[src/rtl/ann_frame_loader_if.sv]
// Bundles the loader's feature stream, network handshake and result signals.
// Ports: in_valid/in_data/in_last/in_ready form the feature stream. vec_out/ann_start/ann_done/ann_out connect to the network.
//        res_valid/res_class/res_vec carry the result. frame_err/timeout are sticky status flags.
// Modports: master = environment side (drives stream and network replies); slave = the loader itself.
interface ann_frame_loader_if #(
  parameter int N_IN  = 30,
  parameter int W     = 10,
  parameter int N_OUT = 3
) ();
  logic                  in_valid;
  logic [W-1:0]          in_data;
  logic                  in_last;
  logic                  in_ready;
  logic [N_IN*W-1:0]     vec_out;
  logic                  ann_start;
  logic                  ann_done;
  logic [N_OUT*W-1:0]    ann_out;
  logic                  res_valid;
  logic [1:0]            res_class;
  logic [N_OUT*W-1:0]    res_vec;
  logic                  frame_err;
  logic                  timeout;

  modport master (
    output in_valid, in_data, in_last, ann_done, ann_out,
    input  in_ready, vec_out, ann_start, res_valid, res_class, res_vec, frame_err, timeout
  );

  modport slave (
    input  in_valid, in_data, in_last, ann_done, ann_out,
    output in_ready, vec_out, ann_start, res_valid, res_class, res_vec, frame_err, timeout
  );
endinterface

[src/rtl/ann_frame_loader.sv]
// Assembles a 30-word feature frame from a valid/ready stream, launches the network and reports the arg-max class.
// Ports: Clock, Rst (sync, active-high), ann_if (slave modport of ann_frame_loader_if).
// Latency: last beat -> ann_start 1 cycle; ann_done -> res_valid 1 cycle. in_ready is high only in FILL.
// Optional: define ANN_LOADER_TIMEOUT_EN to add a WAIT-state watchdog (TIMEOUT_CYC cycles, sticky timeout flag).
module ann_frame_loader #(
  parameter int N_IN  = 30,
  parameter int W     = 10,
  parameter int N_OUT = 3
`ifdef ANN_LOADER_TIMEOUT_EN
  , parameter int TIMEOUT_CYC = 4096
`endif
) (
  input logic               Clock,
  input logic               Rst,
  ann_frame_loader_if.slave ann_if
);

  localparam int                IDX_W    = $clog2(N_IN);
  localparam logic [IDX_W-1:0]  IDX_LAST = IDX_W'(N_IN - 1);

  typedef enum logic [1:0] {S_FILL, S_LAUNCH, S_WAIT, S_REPORT} state_t;

  state_t              state_q;
  logic [IDX_W-1:0]    idx_q;
  logic                in_ready_q;
  logic                ann_start_q;
  logic                res_valid_q;
  logic [1:0]          res_class_q;
  logic [1:0]          res_class_d;
  logic [N_OUT*W-1:0]  res_vec_q;
  logic                frame_err_q;
  logic [W-1:0]        vec_q [N_IN];
  logic [W-1:0]        best_val;

`ifdef ANN_LOADER_TIMEOUT_EN
  localparam int               CNT_W   = (TIMEOUT_CYC > 1) ? $clog2(TIMEOUT_CYC) : 1;
  localparam logic [CNT_W-1:0] WD_LAST = CNT_W'(TIMEOUT_CYC - 1);
  logic [CNT_W-1:0]    wd_cnt_q;
  logic                timeout_q;
`endif

  // Arg-max over the incoming neurons; strict '>' keeps the lowest index on ties.
  always_comb begin
    res_class_d = '0;
    best_val    = ann_if.ann_out[0 +: W];
    for (int j = 1; j < N_OUT; j++) begin
      if (ann_if.ann_out[j*W +: W] > best_val) begin
        best_val    = ann_if.ann_out[j*W +: W];
        res_class_d = 2'(j);
      end
    end
  end

  always_ff @(posedge Clock) begin
    if (Rst) begin
      state_q     <= S_FILL;
      idx_q       <= '0;
      in_ready_q  <= 1'b1;
      ann_start_q <= 1'b0;
      res_valid_q <= 1'b0;
      res_class_q <= '0;
      res_vec_q   <= '0;
      frame_err_q <= 1'b0;
      for (int k = 0; k < N_IN; k++) vec_q[k] <= '0;
`ifdef ANN_LOADER_TIMEOUT_EN
      wd_cnt_q    <= '0;
      timeout_q   <= 1'b0;
`endif
    end else begin
      // Both pulses last exactly one cycle unless re-armed below.
      ann_start_q <= 1'b0;
      res_valid_q <= 1'b0;
      case (state_q)
        S_FILL: begin
          if (ann_if.in_valid && in_ready_q) begin
            vec_q[idx_q] <= ann_if.in_data;
            if (idx_q == IDX_LAST) begin
              idx_q <= '0;
              if (ann_if.in_last) begin
                state_q     <= S_LAUNCH;
                in_ready_q  <= 1'b0;
                ann_start_q <= 1'b1;
              end else begin
                // Long frame: drop it and treat the next word as word 0.
                frame_err_q <= 1'b1;
              end
            end else if (ann_if.in_last) begin
              // Short frame: drop the partial frame.
              idx_q       <= '0;
              frame_err_q <= 1'b1;
            end else begin
              idx_q <= idx_q + IDX_W'(1);
            end
          end
        end
        S_LAUNCH: begin
          state_q <= S_WAIT;
`ifdef ANN_LOADER_TIMEOUT_EN
          wd_cnt_q <= '0;
`endif
        end
        S_WAIT: begin
          if (ann_if.ann_done) begin
            res_vec_q   <= ann_if.ann_out;
            res_class_q <= res_class_d;
            res_valid_q <= 1'b1;
            state_q     <= S_REPORT;
          end
`ifdef ANN_LOADER_TIMEOUT_EN
          else if (wd_cnt_q == WD_LAST) begin
            // Give up on the network; no result is published.
            timeout_q  <= 1'b1;
            state_q    <= S_FILL;
            idx_q      <= '0;
            in_ready_q <= 1'b1;
          end else begin
            wd_cnt_q <= wd_cnt_q + CNT_W'(1);
          end
`endif
        end
        S_REPORT: begin
          state_q    <= S_FILL;
          idx_q      <= '0;
          in_ready_q <= 1'b1;
        end
        default: begin
          state_q    <= S_FILL;
          idx_q      <= '0;
          in_ready_q <= 1'b1;
        end
      endcase
    end
  end

  for (genvar k = 0; k < N_IN; k++) begin : g_vec
    assign ann_if.vec_out[k*W +: W] = vec_q[k];
  end

  assign ann_if.in_ready  = in_ready_q;
  assign ann_if.ann_start = ann_start_q;
  assign ann_if.res_valid = res_valid_q;
  assign ann_if.res_class = res_class_q;
  assign ann_if.res_vec   = res_vec_q;
  assign ann_if.frame_err = frame_err_q;
`ifdef ANN_LOADER_TIMEOUT_EN
  assign ann_if.timeout   = timeout_q;
`else
  assign ann_if.timeout   = 1'b0;
`endif

endmodule

[src/flat_wrapper.sv]
// flat-port wrapper written by rule: the top's interface ports become plain ports
module ann_frame_loader_flat 
#(
  parameter int N_IN  = 30,
  parameter int W     = 10,
  parameter int N_OUT = 3

)
  (Clock, Rst, ann_if_in_valid, ann_if_in_data, ann_if_in_last, ann_if_ann_done, ann_if_ann_out, ann_if_in_ready, ann_if_vec_out, ann_if_ann_start, ann_if_res_valid, ann_if_res_class, ann_if_res_vec, ann_if_frame_err, ann_if_timeout);
  ann_frame_loader_if #(.N_IN(N_IN), .W(W), .N_OUT(N_OUT)) ann_if_i ();
  input logic Clock;
  input logic Rst;
  input wire logic [$bits(ann_if_i.in_valid)-1:0] ann_if_in_valid;
  input wire logic [$bits(ann_if_i.in_data)-1:0] ann_if_in_data;
  input wire logic [$bits(ann_if_i.in_last)-1:0] ann_if_in_last;
  input wire logic [$bits(ann_if_i.ann_done)-1:0] ann_if_ann_done;
  input wire logic [$bits(ann_if_i.ann_out)-1:0] ann_if_ann_out;
  output wire logic [$bits(ann_if_i.in_ready)-1:0] ann_if_in_ready;
  output wire logic [$bits(ann_if_i.vec_out)-1:0] ann_if_vec_out;
  output wire logic [$bits(ann_if_i.ann_start)-1:0] ann_if_ann_start;
  output wire logic [$bits(ann_if_i.res_valid)-1:0] ann_if_res_valid;
  output wire logic [$bits(ann_if_i.res_class)-1:0] ann_if_res_class;
  output wire logic [$bits(ann_if_i.res_vec)-1:0] ann_if_res_vec;
  output wire logic [$bits(ann_if_i.frame_err)-1:0] ann_if_frame_err;
  output wire logic [$bits(ann_if_i.timeout)-1:0] ann_if_timeout;
  assign ann_if_i.in_valid = ann_if_in_valid;
  assign ann_if_i.in_data = ann_if_in_data;
  assign ann_if_i.in_last = ann_if_in_last;
  assign ann_if_i.ann_done = ann_if_ann_done;
  assign ann_if_i.ann_out = ann_if_ann_out;
  assign ann_if_in_ready = ann_if_i.in_ready;
  assign ann_if_vec_out = ann_if_i.vec_out;
  assign ann_if_ann_start = ann_if_i.ann_start;
  assign ann_if_res_valid = ann_if_i.res_valid;
  assign ann_if_res_class = ann_if_i.res_class;
  assign ann_if_res_vec = ann_if_i.res_vec;
  assign ann_if_frame_err = ann_if_i.frame_err;
  assign ann_if_timeout = ann_if_i.timeout;
  ann_frame_loader #(.N_IN(N_IN), .W(W), .N_OUT(N_OUT)) u_core (.Clock(Clock), .Rst(Rst), .ann_if(ann_if_i));
endmodule
[config.mk]
export PLATFORM = sky130hd
export DESIGN_NAME = ann_frame_loader_flat
export DESIGN_NICKNAME = d
export VERILOG_FILES = /design/src/rtl/ann_frame_loader_if.sv /design/src/rtl/ann_frame_loader.sv /design/src/flat_wrapper.sv
export SDC_FILE = /design/constraint.sdc
export NUM_CORES = 1
export LEC_CHECK = 0
export ABC_AREA = 1
export CAP_MARGIN = 20
export CORE_ASPECT_RATIO = 1.4
export CORE_MARGIN = 2
export CORE_UTILIZATION = 51
export DETAILED_ROUTE_END_ITERATION = 16
export PLACE_DENSITY = 0.95
export SLEW_MARGIN = 40
export SYNTH_ARGS = -nofsm -noshare
export SYNTH_HDL_FRONTEND = slang
export SYNTH_SLANG_ARGS = --single-unit
[constraint.sdc]
create_clock -name Clock -period 4.8 [get_ports Clock]
set_input_delay 0.96 -clock Clock [delete_from_list [all_inputs] [get_ports Clock]]
set_output_delay 0.96 -clock Clock [all_outputs]
set_load 0.02 [all_outputs]
Yosys cells after proc, flatten, opt, wreduce, memory -nomap -nowiden
Memory sizes are Yosys's and may differ from the RTL's.
Index checks and enable logic that the tools add are counted.
{"block": "totals", "regBits": 43, "ramBits": 300, "in_bits": 45, "output_inout_bits": 337, "word_cells": 67, "n_memories": 1}
{"block": "classes", "add_sub_neg": 1, "magnitude_cmp": 2, "n_eq_ne": 9, "mux": 30, "bitwise": 4, "n_reduce_logical": 12}
{"name": "u_core.vec_q", "depth": 30, "word_bits": 10, "rd": 30, "rd_clocked_by_memory_dff": 0, "wr": 30, "line": "ann_frame_loader.sv:32", "rtl": "logic [W-1:0] vec_q [N_IN];"}
{"cell": "10-bit > comparator", "n": 2}
{"cell": "10-bit 2-to-1 mux", "n": 2}
{"cell": "5-bit 2-to-1 mux", "n": 4}
{"cell": "1-bit 2-to-1 mux", "n": 16}
{"cell": "4-bit AND reduction", "n": 3}
{"cell": "2-bit 2-to-1 mux", "n": 5}
{"cell": "5-bit one-hot mux with 2 select lines", "n": 1}
{"cell": "10-bit OR reduction", "n": 1}
{"cell": "2-bit one-hot mux with 4 select lines", "n": 1}
{"cell": "2-bit inequality test, second input constant", "n": 3}
{"cell": "5-bit by 1-bit adder with 5-bit output, second input constant", "n": 1}
{"cell": "5-bit equality test, second input constant", "n": 1}
{"cell": "2-bit equality test, second input constant", "n": 2}
{"cell": "2-bit by 1-bit inequality test with 1-bit output, second input constant", "n": 2}
{"cell": "1-bit NOT", "n": 4}
{"cell": "2-bit AND reduction", "n": 2}
{"cell": "2-bit nonzero test", "n": 2}
{"cell": "4-bit OR reduction", "n": 1}
{"cell": "2-bit by 1-bit equality test with 1-bit output, second input constant", "n": 1}
{"cell": "2-bit logical NOT", "n": 1}
{"cell": "1-bit one-hot mux with 2 select lines", "n": 1}
{"cell": "2-bit OR reduction", "n": 1}
{"cell": "1-bit logical AND", "n": 1}

Depth between registers and ports, before layout
{"block": "depth", "ltp_word": 7, "depth_mapped": 23, "mapped_depth_nobuf": 22}

Worst setup path before layout
No wires, ideal clock.
{"block": "synth_path", "path_type": "input port to flip-flop", "from": "in ann_if_ann_out[9]", "to": "reg u_core.res_class_q[0], in the netlist u_core.ann_if.res_class[0]", "setup_time_ps": 111, "t_arrival_ps": 3029, "required_time_ps": 4689, "slack_ps": 1660, "cell_stages": 20, "path_buffers": 1, "path_cell_list": "inv_1 -> ha_1 -> nand2_1 -> nor2_1 -> nand3_1 -> nand3_1 -> nand2_1 -> clkbuf_1 -> nand2_1 -> o21ai_0 -> ha_1 -> nand2_1 -> nor2_1 -> inv_1 -> a21oi_1 -> nor2_1 -> nor2_1 -> nor2_1 -> nor2_1 -> nor2_1"}
{"block": "synth_between", "elab_chain_cells": 4, "elab_cells_between_ends": 5, "classes_between": "2 x order compare; 3 x mux"}
{"element": "from (decl)", "line": "flat_wrapper.sv:17", "rtl": "input wire logic [$bits(ann_if_i.ann_out)-1:0] ann_if_ann_out;"}
{"element": "10-bit > comparator", "line": "ann_frame_loader.sv:47", "rtl": "if (ann_if.ann_out[j*W +: W] > best_val) begin"}
{"element": "10-bit 2-to-1 mux", "line": "ann_frame_loader.sv:47"}
{"element": "10-bit > comparator", "line": "ann_frame_loader.sv:47"}
{"element": "2-bit 2-to-1 mux *", "line": "ann_frame_loader.sv:47"}
{"element": "to (signal assigned)", "line": "ann_frame_loader.sv:105", "rtl": "res_class_q <= res_class_d;"}
{"element": "to (decl)", "line": "ann_frame_loader.sv:28", "rtl": "logic [1:0] res_class_q;"}
Every way passes the cells marked *; elsewhere a longest branch is shown, timed or not.
A chain may end at the register's enable or synchronous reset.

Worst setup path after layout
{"block": "layout_path", "from": "in ann_if_ann_out[8]", "to": "reg u_core.res_class_q[0], in the netlist u_core.ann_if.res_class[0]"}
The elaborated chain is that of the path after synthesis.

==> impl_metrics.ini <==
[synth]
ys_seq_area_share_pct = 74.88
ys.warnings.count = 0
synth-async-reset-ratio_pct = 0
syn_avg_cell_area_sq_um = 12.25
postSynthCellCount = 1076
synth_edf_count = 300
synthFlopType = edfxtp_1
netlist_area_sq_mm = 0.01318
synth.net_count = 1148
ys_ff_latch = 343
synth_cell_types = 28

[critical_path]
arrival_ns = 4.05
r2r_start = u_core.state_q[0]
worstSetupPathType = in -> reg
critPathSlowestCell = clkdlybuf4s50_1
r2r_end = u_core.vec_q[12][7]
startpoint = ann_if_ann_out[8]
cpMostUsedCell = nor2_1
r2r_cells = 8
crit_path_cell_trace = clkdlybuf4s50_1 > inv_1 > ha_1 > nand2_1 > nor2_1 > nand3_1 > nand3_1 > nand2_1 > nand2_1 > o21ai_0 > ha_1 > nand2_1 > nor2_1 > inv_1 > a21oi_1 > nor2_1 > nor2_1 > nor2_1 > nor2_1 > nor2_1
rrSetupSlack_ns = 2.13
crit_path_max_incr_delay_ns = 0.46
crit_end = u_core.ann_if.res_class[0]
worstPathMaxFanout = 20
cp-start-kind = input port
critical_path_required_ns = 5.18
crit_path_end_kind = flop

[power_and_ir_drop]
p_seq_share_pct = 51.6
power.leakage_nw = 7.049
finalPower_w = 0.006541
p_int_w = 0.005008
p_switching_w = 0.001533
power.density_mw_per_mm2 = 361.0
p_clk_share_pct = 38.8
swShare_pct = 23.44
combinationalPowerShare_pct = 9.6
peakVddDrop_uv = 298.8

[timing]
fmax_ghz = 0.2726
clock_skew_ns = 0.01891
rsz0062_at_grt = false
tightestPinTransition_ns = 0.8530
slew-limit-headroom_pct = 43.07
drv_slew = 0
tns_ns = 0
post-route-period-util_pct = 76.41
min_period_ns = 3.668
finalSetupViolations = 0
hold_viol = 0
hold_slack_ns = 0.4793

[placed_design]
dp_hpwl_microns = 28200
gp_congestion = 0.9271
place.port_buffers = 380

[route]
wl_met1_microns = 13070
wl_per_cell_microns = 23.12
dr.pass1.iters = 5
met3WireLength_microns = 4178
dr.first_iter.drc_count = 812
dr_wl_met2_microns = 21340
vias = 9774
vias_per_cell = 5.513
postRouteWirelength_microns = 40990
drc = 0
top_layer = met4
final_antenna_net_count = 0

[finish]
final_cell_mix = clkdlybuf4s50_1 (380), nor2_1 (362), edfxtp_1 (300)
layout_commonest_cell = clkdlybuf4s50_1
multi_input_area_sq_mm = 0.002665
synthToLayoutAreaGrowth_pct = 37.48
final_core_util_pct = 71.39
antenna_cells = 0
fill_cells = 1620
fin_nets = 1501
layout-drive-gt1-share_pct = 5.433
regArea_sq_mm = 0.009869

[clock_tree]
cts_setup_buffers = 0
cts_made_buffers = 34
root_buffer = clkbuf_16
cts_tree = done
clk_pin_slew_ns = 0.06
ctsHoldBuffers = 0
cts_max_path_buffers = 3
ctsHtreeMaxLevel = 2
clk_latency_ns = 0.50
clock-sinks = 343
post_cts_resized = 0

[floorplanning]
core_sq_mm = 0.02538
start_util_pct = 51.93
io_pins = 382
die_h_microns = 194.2
die_width_microns = 139.9
die_area_sq_mm = 0.02716
num_rows = 69

[grt]
grt_pass1_vias = 9965
grt_start_max_net_pins = 45
antenna_found_initial = 0
grt_overflow_total = 0
grt_usage_pct = 29.49
grt_pass1_wl_microns = 59970

[min_path]
hold_class = reg -> reg

[flow_run]
drv_cap = 0

[outcome]
status = completed
==> worst max-delay path, delay by kind of cell <==
kind            cells  cell delay, ns
fa+ha+maj           2            0.60
compound gates      2            0.24
buf+inv             3            0.63
simple gates       13            1.61
==> registers in the layout, indices dropped and copies added, names as in the netlist <==
signal                   cells
u_core.state_q               2
u_core.ann_if.res_valid      1
u_core.ann_if.res_vec       30
u_core.ann_if.res_class      2
u_core.ann_if.frame_err      1
u_core.ann_if.in_ready       1
u_core.vec_q               300
u_core.idx_q                 5
u_core.ann_if.ann_start      1
==> routing by layer <==
metal / vias to the layer above / GRT usage, %
met5: - / 0
met4: 0 / 15.15
met3: 149 / 7.187
met2: 723 / 52.72
met1: 4629 / 32.33
li1: 4273 / -
==> area by class of cell <==
cell class / count / share of cell area [%]
Sequential cell: 343 / 54.47
Timing Repair Buffer: 396 / 21.65
Multi-Input combinational cell: 599 / 14.71
Clock buffer: 42 / 5.096
Tap cell: 319 / 2.203
Inverter: 55 / 1.139
Clock inverter: 19 / 0.7319
==> power by group through the flow <==
stage          registers [W]  logic [W]  clock network [W]
6_report             0.00338   0.000629            0.00254
5_1_grt              0.00338   0.000660            0.00265
4_1_cts              0.00337   0.000629            0.00254
3_5_place_dp         0.00344   0.000624                  0
3_3_place_gp         0.00343   0.000605                  0
2_1_floorplan        0.00356   0.000162                  0
==> through the flow <==
stage	area (sq um)	setup slack (ns)	instances
6_report	18120	1.132	1773
2_1_floorplan	13180	1.660	1076
3_5_place_dp	17060	0.6986	1712
3_3_place_gp	17060	0.8422	1712
5_1_grt	18120	0.8247	1773
4_1_cts	18110	1.210	1773
==> synth_stat cells, types with 2 or more instances <==
master         number  share of area [%]
clkbuf_1           36                1.0
buf_6               9               0.77
nand2_1           109                3.1
nor3_1              4               0.15
nor2_1            362                 10
a21oi_1            25               0.95
nand4_1             2              0.095
dlygate4sd1_1       9               0.60
buf_4               2               0.11
edfxtp_1          300                 68
nand3_1             8               0.30
ha_1               27                2.6
nor2_4              4               0.34
dfxtp_1            43                6.5
buf_2              22               0.84
nand2_2             3               0.14
o21ai_0            48                1.8
inv_1              53                1.5
==> worst min-delay path by stage <==
| stage | start | to | cells past startpoint |
|---|---|---|---|
| 3_3_place_gp | u_core.ann_if.frame_err | u_core.ann_if.frame_err | 1 |
| 2_1_floorplan | u_core.state_q[1] | u_core.state_q[1] | 2 |
| 3_5_place_dp | u_core.ann_if.res_vec[26] | u_core.ann_if.res_vec[26] | 2 |
| 4_1_cts | u_core.ann_if.res_vec[26] | u_core.ann_if.res_vec[26] | 2 |
| 6_report | u_core.ann_if.res_vec[26] | u_core.ann_if.res_vec[26] | 2 |
| 5_1_grt | u_core.ann_if.res_vec[26] | u_core.ann_if.res_vec[26] | 2 |
==> logic make-up (layout without fill, tap and decap cells) <==
| group | after synthesis | after routing | share of synthesized area, % |
|---|---|---|---|
| buffers and inverters | 134 | 512 | 4.936 |
| other | 1 | 1 | 0.02845 |
| adders and majority gates | 27 | 27 | 2.563 |
| DFF | 343 | 343 | 74.88 |
| xor gates and xnor gates | 1 | 1 | 0.06646 |
| AOI/OAI and AO/OA | 77 | 77 | 3.028 |
| and+or+nand+nor | 493 | 493 | 14.50 |
No activity file was read; power rests on OpenSTA's default activity.
